[src/rtl/addsub_seq_32_if.sv]
// Bundle of the handshake and data signals for addsub_seq_32.
// ADDSUB_SEQ_CMP_FLAGS_EN adds the isNotEqual / isLessThan comparison flags.
interface addsub_seq_32_if #(
   parameter int WIDTH = 32
);
   logic             in_valid;
   logic             in_ready;
   logic [WIDTH-1:0] data_operandA;
   logic [WIDTH-1:0] data_operandB;
   logic             sub;
   logic             out_valid;
   logic             out_ready;
   logic [WIDTH-1:0] data_result;
   logic             cout;
   logic             overflow;
`ifdef ADDSUB_SEQ_CMP_FLAGS_EN
   logic             isNotEqual;
   logic             isLessThan;

   modport master (
      output in_valid, data_operandA, data_operandB, sub, out_ready,
      input  in_ready, out_valid, data_result, cout, overflow, isNotEqual, isLessThan
   );
   modport slave (
      input  in_valid, data_operandA, data_operandB, sub, out_ready,
      output in_ready, out_valid, data_result, cout, overflow, isNotEqual, isLessThan
   );
`else
   modport master (
      output in_valid, data_operandA, data_operandB, sub, out_ready,
      input  in_ready, out_valid, data_result, cout, overflow
   );
   modport slave (
      input  in_valid, data_operandA, data_operandB, sub, out_ready,
      output in_ready, out_valid, data_result, cout, overflow
   );
`endif
endinterface

[src/rtl/addsub_seq_32.sv]
// Multi-cycle add/subtract unit: one byte per clock through an 8-bit
// ripple-carry slice, LSB first, carry chained in a register.
// Optional feature macro: ADDSUB_SEQ_CMP_FLAGS_EN (adds isNotEqual / isLessThan).

// 8-bit ripple-carry slice with carry out and signed overflow
module rca_8_overflow (
   input  logic [7:0] a,
   input  logic [7:0] b,
   input  logic       cin,
   output logic [7:0] sum,
   output logic       cout,
   output logic       of
);
   logic [7:0] low_s;
   logic [8:0] full_s;

   // carry into bit 7 comes from the low 7 bits; overflow is that xor carry out
   always_comb begin
      low_s  = {1'b0, a[6:0]} + {1'b0, b[6:0]} + {7'd0, cin};
      full_s = {1'b0, a} + {1'b0, b} + {8'd0, cin};
      sum    = full_s[7:0];
      cout   = full_s[8];
      of     = low_s[7] ^ full_s[8];
   end
endmodule

module addsub_seq_32 #(
   parameter int WIDTH = 32
) (
   input  logic           clock,
   input  logic           reset_n,
   addsub_seq_32_if.slave bus
);
   localparam int CHUNKS = WIDTH / 8;
   localparam int IDX_W  = (CHUNKS > 1) ? $clog2(CHUNKS) : 1;

   typedef enum logic [1:0] {
      IDLE = 2'd0,
      RUN  = 2'd1,
      DONE = 2'd2
   } state_t;

   state_t             state_r;
   state_t             state_next_s;
   logic [IDX_W-1:0]   idx_r;
   logic [WIDTH-1:0]   a_r;
   logic [WIDTH-1:0]   b_r;
   logic               carry_r;
   logic [WIDTH-1:0]   result_r;
   logic               cout_r;
   logic               overflow_r;
   logic               in_ready_s;
   logic               out_valid_s;
   logic               last_s;
   logic [7:0]         slice_sum_s;
   logic               slice_cout_s;
   logic               slice_of_s;
   logic [WIDTH-1:0]   next_result_s;
`ifdef ADDSUB_SEQ_CMP_FLAGS_EN
   logic               sub_r;
   logic               is_not_equal_r;
   logic               is_less_than_r;
`endif

   assign last_s = (idx_r == IDX_W'(CHUNKS - 1));

   rca_8_overflow u_slice (
      .a    (a_r[{idx_r, 3'b000} +: 8]),
      .b    (b_r[{idx_r, 3'b000} +: 8]),
      .cin  (carry_r),
      .sum  (slice_sum_s),
      .cout (slice_cout_s),
      .of   (slice_of_s)
   );

   // result as it will look once the current byte is written back
   always_comb begin
      next_result_s = result_r;
      next_result_s[{idx_r, 3'b000} +: 8] = slice_sum_s;
   end

   // state register
   always_ff @(posedge clock or negedge reset_n) begin
      if (!reset_n) begin
         state_r <= IDLE;
      end else begin
         state_r <= state_next_s;
      end
   end

   // next-state decode: accept in IDLE, step bytes in RUN, hold DONE until consumed
   always_comb begin
      state_next_s = state_r;
      case (state_r)
         IDLE: begin
            if (bus.in_valid) begin
               state_next_s = RUN;
            end else begin
               state_next_s = IDLE;
            end
         end
         RUN: begin
            if (last_s) begin
               state_next_s = DONE;
            end else begin
               state_next_s = RUN;
            end
         end
         DONE: begin
            if (bus.out_ready) begin
               state_next_s = IDLE;
            end else begin
               state_next_s = DONE;
            end
         end
         default: state_next_s = IDLE;
      endcase
   end

   // handshake outputs decoded from the state register
   always_comb begin
      in_ready_s  = 1'b0;
      out_valid_s = 1'b0;
      case (state_r)
         IDLE: in_ready_s  = 1'b1;
         DONE: out_valid_s = 1'b1;
         default: begin
            in_ready_s  = 1'b0;
            out_valid_s = 1'b0;
         end
      endcase
   end

   // operand capture on accept, byte-serial compute while running
   always_ff @(posedge clock or negedge reset_n) begin
      if (!reset_n) begin
         idx_r          <= '0;
         a_r            <= '0;
         b_r            <= '0;
         carry_r        <= 1'b0;
         result_r       <= '0;
         cout_r         <= 1'b0;
         overflow_r     <= 1'b0;
`ifdef ADDSUB_SEQ_CMP_FLAGS_EN
         sub_r          <= 1'b0;
         is_not_equal_r <= 1'b0;
         is_less_than_r <= 1'b0;
`endif
      end else begin
         case (state_r)
            IDLE: begin
               if (bus.in_valid) begin
                  // subtraction is A + ~B + 1: invert B here, the +1 rides in as carry
                  a_r     <= bus.data_operandA;
                  b_r     <= bus.data_operandB ^ {WIDTH{bus.sub}};
                  carry_r <= bus.sub;
                  idx_r   <= '0;
`ifdef ADDSUB_SEQ_CMP_FLAGS_EN
                  sub_r   <= bus.sub;
`endif
               end
            end
            RUN: begin
               result_r <= next_result_s;
               carry_r  <= slice_cout_s;
               idx_r    <= idx_r + IDX_W'(1);
               if (last_s) begin
                  cout_r     <= slice_cout_s;
                  overflow_r <= slice_of_s;
`ifdef ADDSUB_SEQ_CMP_FLAGS_EN
                  is_not_equal_r <= sub_r & (|next_result_s);
                  is_less_than_r <= sub_r & (next_result_s[WIDTH-1] ^ slice_of_s);
`endif
               end
            end
            default: begin
               idx_r <= idx_r;
            end
         endcase
      end
   end

   assign bus.in_ready    = in_ready_s;
   assign bus.out_valid   = out_valid_s;
   assign bus.data_result = result_r;
   assign bus.cout        = cout_r;
   assign bus.overflow    = overflow_r;
`ifdef ADDSUB_SEQ_CMP_FLAGS_EN
   assign bus.isNotEqual  = is_not_equal_r;
   assign bus.isLessThan  = is_less_than_r;
`endif
endmodule

[src/flat_wrapper.sv]
// flat-port wrapper written by rule: the top's interface ports become plain ports
module addsub_seq_32_flat 
#(
   parameter int WIDTH = 32
)
  (clock, reset_n, bus_in_valid, bus_data_operandA, bus_data_operandB, bus_sub, bus_out_ready, bus_in_ready, bus_out_valid, bus_data_result, bus_cout, bus_overflow);
  addsub_seq_32_if #(.WIDTH(WIDTH)) bus_i ();
  input  logic clock;
  input  logic reset_n;
  input wire logic [$bits(bus_i.in_valid)-1:0] bus_in_valid;
  input wire logic [$bits(bus_i.data_operandA)-1:0] bus_data_operandA;
  input wire logic [$bits(bus_i.data_operandB)-1:0] bus_data_operandB;
  input wire logic [$bits(bus_i.sub)-1:0] bus_sub;
  input wire logic [$bits(bus_i.out_ready)-1:0] bus_out_ready;
  output wire logic [$bits(bus_i.in_ready)-1:0] bus_in_ready;
  output wire logic [$bits(bus_i.out_valid)-1:0] bus_out_valid;
  output wire logic [$bits(bus_i.data_result)-1:0] bus_data_result;
  output wire logic [$bits(bus_i.cout)-1:0] bus_cout;
  output wire logic [$bits(bus_i.overflow)-1:0] bus_overflow;
  assign bus_i.in_valid = bus_in_valid;
  assign bus_i.data_operandA = bus_data_operandA;
  assign bus_i.data_operandB = bus_data_operandB;
  assign bus_i.sub = bus_sub;
  assign bus_i.out_ready = bus_out_ready;
  assign bus_in_ready = bus_i.in_ready;
  assign bus_out_valid = bus_i.out_valid;
  assign bus_data_result = bus_i.data_result;
  assign bus_cout = bus_i.cout;
  assign bus_overflow = bus_i.overflow;
  addsub_seq_32 #(.WIDTH(WIDTH)) u_core (.clock(clock), .reset_n(reset_n), .bus(bus_i));
endmodule
[config.mk]
export PLATFORM = sky130hd
export DESIGN_NAME = addsub_seq_32_flat
export DESIGN_NICKNAME = d
export VERILOG_FILES = /design/src/rtl/addsub_seq_32_if.sv /design/src/rtl/addsub_seq_32.sv /design/src/flat_wrapper.sv
export SDC_FILE = /design/constraint.sdc
export NUM_CORES = 1
export LEC_CHECK = 0
export CAP_MARGIN = 15
export CORE_MARGIN = 2
export CORE_UTILIZATION = 51
export DETAILED_ROUTE_END_ITERATION = 16
export GPL_ROUTABILITY_DRIVEN = 0
export PLACE_DENSITY_LB_ADDON = 0.25
export SYNTH_ARGS = -nofsm -noshare
export SYNTH_HDL_FRONTEND = slang
export SYNTH_SLANG_ARGS = --single-unit
[constraint.sdc]
create_clock -name clock -period 3.4 [get_ports clock]
set_clock_uncertainty 0.1 [all_clocks]
set_input_delay 0.68 -clock clock [delete_from_list [all_inputs] [get_ports clock]]
set_output_delay 0.68 -clock clock [all_outputs]
set_load 0.02 [all_outputs]
After elaboration in Yosys (flattened, before gate mapping)
Cells that the tools add are included.
- flip-flop bits (word level): 103
- bits of input ports: 69
- output and inout bits: 36
- word-level logic and storage cells: 40
- add/sub/neg operators: 6
- equal/unequal tests: 4
- shifts and indexed selects: 4
- muxes and demuxes: 11
- bitwise gates (word level): 2
- reductions and logical operators: 5
- operators by type and width (operator ; number):
    indexed part select 32 x 6 -> 8 bit ; 2
    bitwise mux 32 bit ; 1
    variable shift 8 x 7 -> 32 bit (first input constant) ; 1
    indexed part select 8 x 7 -> 32 bit ; 1
    XOR 32 bit ; 1
    adder 8 x 8 -> 9 bit ; 1
    adder 9 x 1 -> 9 bit ; 1
    adder 7 x 7 -> 8 bit ; 1
    adder 8 x 1 -> 8 bit ; 1
    negator 5 -> 7 bit ; 1
    two-way mux 2 bit ; 3
    one-hot mux 2 bit (3 select lines) ; 1
    AND reduction 2 bit ; 3
    equality test 2 bit (second input constant) ; 2
    two-way mux 1 bit ; 4
    one-hot mux 2 bit (2 select lines) ; 1
    adder 2 x 1 -> 2 bit (second input constant) ; 1
    equality test 2 x 1 -> 1 bit (second input constant) ; 1
    logical NOT 2 bit ; 1
    != test 2 bit (second input constant) ; 1
    one-hot mux 1 bit (2 select lines) ; 1
    nonzero test 2 bit ; 1
    XOR 1 bit ; 1

Depth between registers and ports, before layout
Gate-level depths: netlist of the first run.
- word-level depth: 5
- gate-level depth with buffers: 10
- depth with buffers taken out: 9

Modules after synthesis
Synthesis of the first run repeated with hierarchy kept, for this count alone.
- cell total of the unflattened synthesis: 413
- area, all modules: 5480.3 um^2
- by module, submodules not included (module ; times used ; cells each ; area each (um^2) ; seq. area each (um^2)):
    addsub_seq_32 ; 1 ; 363 ; 5071.1 ; 2577.5
    rca_8_overflow ; 1 ; 50 ; 409.1 ; 0.0

Worst setup path before layout of the first run
No wires, ideal clock.
- kind: register to register
- start: register u_core.idx_r[0]
- end: register u_core.result_r[15], in the netlist u_core.bus.data_result[15]
- library setup time: 121 ps
- arrival time: 2746 ps
- required time: 3179 ps
- path slack: 433 ps
- cell stages (with the launch flop): 9
- path buffers: 1
- period minus slack after synthesis: 2967 ps
- cells stage by stage: dfrtp_1 > buf_2 > mux4_2 > fa_1 > a211oi_2 > nor3_1 > a2111oi_4 > xnor2_1 > a22o_2
- word-level cells in the longest chain between the ends: 5
- elaborated cells on any way between the ends: 8
- classes of those cells: 3 x add/sub; 4 x shift; 1 x mux
- ends and longest elaborated chain (what ; RTL line ; RTL):
    start, declared ; addsub_seq_32.sv:45 ; logic [IDX_W-1:0] idx_r;
    start signal, assigned ; addsub_seq_32.sv:166 ; idx_r <= idx_r + IDX_W'(1);
    start signal, assigned ; addsub_seq_32.sv:177 ; idx_r <= idx_r;
    indexed part select 32 x 6 -> 8 bit, on equally long branches ; addsub_seq_32.sv:68, addsub_seq_32.sv:69 ;
    adder 8 x 8 -> 9 bit ; addsub_seq_32.sv:20 ; full_s = {1'b0, a} + {1'b0, b} + {8'd0, cin};
    adder 9 x 1 -> 9 bit ; addsub_seq_32.sv:20 ;
    indexed part select 8 x 7 -> 32 bit ; addsub_seq_32.sv:79 ; next_result_s[{idx_r, 3'b000} +: 8] = slice_sum_s;
    bitwise mux 32 bit * ; addsub_seq_32.sv:79 ;
    end signal, assigned ; addsub_seq_32.sv:164 ; result_r <= next_result_s;
    end, declared ; addsub_seq_32.sv:49 ; logic [WIDTH-1:0] result_r;
Mark *: on every way between the ends. The rest lies on a longest branch, timed or not.
A chain may end at the register's enable or synchronous reset.

Final worst setup path of the first run
- start: register u_core.idx_r[0]
- end: register u_core.result_r[23], in the netlist u_core.bus.data_result[23]
Same word-level chain as after synthesis.

==> results_dict.tcl, run 1 <==
set metrics [dict create \
    io_pins 105 \
    dp_slack_ns 0.393 \
    ys_async_sr_fraction 1.00 \
    slowest_delay_ns 0.53 \
    fmax_mhz 329 \
    hold_class "in2async" \
    start_util 0.531 \
    syn_nets 476 \
    yosys.area.top_type_share 0.521 \
    io_buffers 104 \
    antenna_left 0 \
    synth_area_um2 4950 \
    setup-tns-final_ns 0 \
    cp_top_family "compound AO/OA/AOI/OAI gates" \
    grt_pass1_wl_mm 17.5 \
    cts-root-buf "clkbuf_8" \
    cp.required_ns 3.55 \
    hold_viol_final 0 \
    dieArea_um2 10500 \
    wl_per_cell_um 17.1 \
    critPathMaxFanout 8 \
    path_cells "buf_4 -> mux4_2 -> ha_1 -> o211ai_1 -> nor3_1 -> a2111oi_4 -> xnor2_1 -> a22o_2" \
    nFillCells 688 \
    maxSlewHeadroom 0.434 \
    synthTopCellsByCount "dfrtp_1, nor2_1, a21oi_1" \
    r2r_setup_slack_ns 0.36 \
    crit_buf_inv 1 \
    numCtsBuffers 9 \
    peakVddDrop_mv 0.630 \
    coreArea_um2 9330 \
    drc 0 \
    grt_max_degree 97 \
    clk_latency_ns 0.37 \
    yosysWarnings 0 \
    crit_start "u_core.idx_r[0]$_DFFE_PN0P_" \
    synth-edff-count 0 \
    yosys-top-cells-area "dfrtp_1, mux2_2, mux4_2" \
    placed_cell_area_um2 6120 \
    drive_gt1_frac 0.178 \
    critical_path_class "reg2reg" \
    die_y_um 103 \
    grt_setup_unrepaired "no" \
    leakagePower_nw 2.58 \
    cp_num_cells 8 \
    crit_arrival_ns 3.19 \
    netlist_instances 392 \
    cts_tree "done" \
    rr_startpoint "u_core.idx_r[0]$_DFFE_PN0P_" \
    rows 35 \
    grtUsageTotal 0.218 \
    die_w_um 103 \
    grt_pass1_vias 3498 \
    cts_buffer_depth 2 \
    vias 3453 \
    yosysUniqueCellTypes 42 \
    setup_slack_ns 0.363 \
    overflow 0 \
    antenna_found_initial 0 \
    syn_to_final_growth_pct 27.8 \
    final-setup-viol-count 0 \
    postCtsSetupBuffers 0 \
    clock_sinks 103 \
    r2r_cells 8 \
    post-route-min-period_ns 3.04 \
    diodes 0 \
    status "completed" \
    ys.flop_type "dfrtp_1" \
    ctsResizeCount 0 \
    final_area_um2 6330 \
    cap_violations 0 \
    synth_top_area_cell "dfrtp_1" \
    startpoint_type "register" \
    drt_first_pass_iters 5 \
    slew_viol_final 0 \
    period_share 0.893 \
    worstMarginPinSlew_ns 0.849 \
    yosysMostFrequentCell "dfrtp_1" \
    p_per_area_nw_per_um2 1090 \
    dr.first_iter.drc_count 184 \
    clk_pin_slew_ns 0.09 \
    crit_path_top_delay_cell "mux4_2" \
    synth_seq_cells 103 \
    nets 578 \
    routed_wl_mm 10.8 \
    h-tree-depth 3 \
    critPathCaptureType "register" \
    hold_buffers 0 \
    yosysSeqAreaShare 0.521 \
    avgSynthCellArea_um2 12.6 \
    hpwl_mm 8.16 \
    avgViaCountPerCell 5.50 \
]
layer usage:
layer  vias to the layer above  track usage  routed length, um
li1                       1594            -                  -
met1                      1725        0.278               4520
met2                       117        0.379               5550
met3                        17       0.0400                520
met4                         0       0.0718                180
met5                         -            0                  0
placed cells by master, fill, tap and decap left out, drive strengths merged, types with 2 or more instances in the layout:
cell,synthesis,final
xnor2,36,36
ha,13,13
mux2,33,33
dfrtp,103,103
o21ai,13,13
mux4,16,16
o211ai,2,2
nor2,41,41
a21o,2,2
or3,2,2
a21oi,37,37
xor2,3,3
nand2,19,19
nand2b,2,2
clkbuf,5,12
buf,15,9
inv,8,8
clkdlybuf4s50,0,102
clkinvlp,0,2
nor3,3,3
fa,2,2
a22o,25,25
cell type report:
type                            instances  area (um^2)  area share
Tap cell                              129          161      0.0255
Inverter                                8         30.0     0.00475
Timing Repair Buffer                  111         1110       0.176
Clock buffer                           12          155      0.0245
Multi-Input combinational cell        261         2240       0.354
Clock inverter                          4         53.8     0.00850
Sequential cell                       103         2580       0.407
flip-flops by register name, indices dropped and copies added (netlist names):
signal	count
u_core.a_r	32
u_core.state_r	2
u_core.bus.data_result	32
u_core.bus.overflow	1
u_core.bus.cout	1
u_core.idx_r	2
u_core.b_r	32
u_core.carry_r	1
cell families (layout without fill, tap and decap cells):
family                     after synthesis  count (layout)  synth area share
buffers and inverters                   28             135            0.0288
and+or+nand+nor                         72              72            0.0740
muxes                                   50              50             0.150
AOI/OAI and AO/OA                       85              85             0.117
xor gates and xnor gates                39              39            0.0690
DFF                                    103             103             0.521
adders and majority gates               15              15            0.0409
power by group:
group	switching (mW)	internal, mW	total, mW	leakage, nW
logic	2.25	1.74	3.99	1.23
clock network	0.410	0.382	0.792	0.0988
registers	0.368	1.74	2.11	1.25
total	3.03	3.87	6.90	2.58
through the flow:
step / std cells / hold WS (ns) / utilization / power, mW
2_1_floorplan: 392 / 0.284 / - / 4.82
3_3_place_gp: 612 / 0.367 / 0.656 / 5.94
3_5_place_dp: 612 / 0.374 / 0.656 / 6.12
4_1_cts: 628 / 0.259 / 0.678 / 6.92
5_1_grt: 628 / 0.287 / 0.678 / 7.36
6_report: 628 / 0.229 / 0.678 / 6.90
final timing paths:
path                                                     endpoint
max                        u_core.bus.data_result[23]$_DFFE_PN0P_
max in group asynchronous   u_core.bus.data_result[1]$_DFFE_PN0P_
max reg2reg                u_core.bus.data_result[23]$_DFFE_PN0P_
min                        u_core.bus.data_result[21]$_DFFE_PN0P_
min reg2reg                 u_core.bus.data_result[9]$_DFFE_PN0P_
min in group clock          u_core.bus.data_result[9]$_DFFE_PN0P_
(Power assumes the default switching activity.)
==> inputs of run 2 (changes only) <==
--- a/config.mk
+++ b/config.mk
@@ -6,11 +6,14 @@
 export NUM_CORES = 1
 export LEC_CHECK = 0
 export CAP_MARGIN = 15
+export CELL_PAD_IN_SITES_DETAIL_PLACEMENT = 1
+export CELL_PAD_IN_SITES_GLOBAL_PLACEMENT = 1
 export CORE_MARGIN = 2
-export CORE_UTILIZATION = 51
+export CORE_UTILIZATION = 41
 export DETAILED_ROUTE_END_ITERATION = 16
 export GPL_ROUTABILITY_DRIVEN = 0
 export PLACE_DENSITY_LB_ADDON = 0.25
+export SLEW_MARGIN = 20
 export SYNTH_ARGS = -nofsm -noshare
 export SYNTH_HDL_FRONTEND = slang
 export SYNTH_SLANG_ARGS = --single-unit
==> run 2 against run 1 <==
  * Via count shrank 0.96%
  * Count of clock-buffer cells in the layout down 1
  * Sequential power hardly changed
  * Core utilization shrank 14 points
  * Combinational power is essentially flat
  * Critical path depth is the same
  * Critical path type unchanged
  * Highest routed layer unchanged
==> results_dict.tcl, run 2 (synthesis results as in run 1) <==
set metrics [dict create \
    grt_pass1_wl_mm 20.3 \
    p_per_area_nw_per_um2 1100 \
    io_pins 105 \
    cts_tree "done" \
    avgViaCountPerCell 5.30 \
    slew_viol_final 0 \
    worstMarginPinSlew_ns 0.886 \
    clock_sinks 103 \
    cts_buffer_depth 2 \
    antenna_left 0 \
    start_util 0.416 \
    final-setup-viol-count 0 \
    fin_cells 645 \
    leakagePower_nw 2.62 \
    hpwl_mm 9.29 \
    overflow 0 \
    grt_max_degree 97 \
    peakVddDrop_mv 0.448 \
    io_buffers 104 \
    rows 40 \
    wl_per_cell_um 18.9 \
    maxSlewHeadroom 0.409 \
    crit_path_top_delay_cell "dfrtp_1" \
    fmax_mhz 324 \
    numCtsBuffers 9 \
    post-route-min-period_ns 3.09 \
    antenna_found_initial 0 \
    dp_slack_ns 0.273 \
    p_comb_frac 0.561 \
    critPathMaxFanout 8 \
    rr_startpoint "u_core.idx_r[0]$_DFFE_PN0P_" \
    startpoint_type "register" \
    drt_first_pass_iters 4 \
    die_y_um 114 \
    cp_num_cells 8 \
    path_cells "buf_4 -> mux4_2 -> ha_1 -> o211ai_1 -> nor3_1 -> a2111oi_4 -> xnor2_1 -> a22o_2" \
    routed_wl_mm 12.2 \
    h-tree-depth 3 \
    postCtsSetupBuffers 0 \
    setup-tns-final_ns 0 \
    grtUsageTotal 0.205 \
    clk_pin_slew_ns 0.07 \
    vias 3420 \
    switchingPower_mw 3.04 \
    post-route-util 0.540 \
    cp.required_ns 3.53 \
    cts-root-buf "clkbuf_16" \
    period_share 0.909 \
    crit_arrival_ns 3.22 \
    grt_setup_unrepaired "no" \
    setup_slack_ns 0.309 \
    p_int_mw 4.04 \
    hold_buffers 0 \
    critical_path_class "reg2reg" \
    final_cell_mix "dfrtp_1, clkdlybuf4s50_1, nor2_1" \
    r2r_cells 8 \
    drive_gt1_frac 0.175 \
    clk_latency_ns 0.34 \
    cap_violations 0 \
    cp_top_family "compound AO/OA/AOI/OAI gates" \
    status "completed" \
    ctsResizeCount 0 \
    slowest_delay_ns 0.57 \
    p_sw_frac 0.429 \
    layout_commonest_cell "dfrtp_1" \
    r2r_end "u_core.bus.data_result[7]$_DFFE_PN0P_" \
    critPathCaptureType "register" \
    hold_viol_final 0 \
    grt_use_met3 0.0260 \
    drc 0 \
    hold_class "in2async" \
    power_frac_seq 0.301 \
    grt.met1_usage 0.264 \
    crit_buf_inv 1 \
    r2r_setup_slack_ns 0.31 \
    grt.busiest_layer "met2" \
    dr.first_iter.drc_count 152 \
    syn_to_final_growth_pct 29.9 \
    pwr-share-clk 0.138 \
    grt_pass1_vias 3786 \
    nets 580 \
    dieArea_um2 13000 \
    die_w_um 114 \
    grtUsageMet2 0.356 \
    place_inst 632 \
    coreArea_um2 11900 \
    diodes 0 \
]
## run 2: cell types whose count changed in the layout (fill, tap and decap cells not counted), sizes merged
cell,before,now
buf,9,11
clkbuf,12,11
clkinvlp,2,0
## run 2: stage by stage
stage | instance area (um^2) | hold WS [ns] | power [mW]
floorplan | 4950 | 0.284 | 4.82
detailed placement | 6160 | 0.390 | 6.14
global route | 6430 | 0.259 | 7.60
finish | 6430 | 0.221 | 7.08
CTS | 6430 | 0.239 | 7.15
global placement | 6140 | 0.371 | 5.96
## run 2: layout make-up
type	instances	area [um^2]
clock buffers	11	233
clock inverters	2	35.0
fillers	1260	5480
inverters	8	30.0
multi-input cells	261	2240
flip-flops and latches	103	2580
well taps	147	184
repair buffers	113	1130
## run 2: how the worst max path moves through the flow
stage | start | to | slack (ns)
2_1_floorplan | u_core.idx_r[0]$_DFFE_PN0P_ | u_core.bus.data_result[15]$_DFFE_PN0P_ | 0.43
3_3_place_gp | u_core.idx_r[0]$_DFFE_PN0P_ | u_core.bus.data_result[31]$_DFFE_PN0P_ | 0.36
3_5_place_dp | u_core.idx_r[0]$_DFFE_PN0P_ | u_core.bus.data_result[7]$_DFFE_PN0P_ | 0.27
4_1_cts | u_core.idx_r[0]$_DFFE_PN0P_ | u_core.bus.data_result[7]$_DFFE_PN0P_ | 0.27
5_1_grt | u_core.idx_r[0]$_DFFE_PN0P_ | u_core.bus.data_result[31]$_DFFE_PN0P_ | 0.08
6_report | u_core.idx_r[0]$_DFFE_PN0P_ | u_core.bus.data_result[7]$_DFFE_PN0P_ | 0.31
## run 2: layer usage
metal | up-vias | part of all wire | wire length (um)
met4 | 0 | 0.018 | 218
met5 | - | 0 | 0
li1 | 1598 | - | -
met2 | 79 | 0.52 | 6330
met3 | 15 | 0.032 | 391
met1 | 1728 | 0.43 | 5280
## run 2: power by group through the flow
stage	clock network (mW)	registers (mW)	logic (mW)
floorplan	0	2.08	2.74
global placement	0	2.14	3.82
detailed placement	0	2.15	3.99
CTS	1.00	2.14	4.01
global route	1.05	2.19	4.36
finish	0.979	2.13	3.97
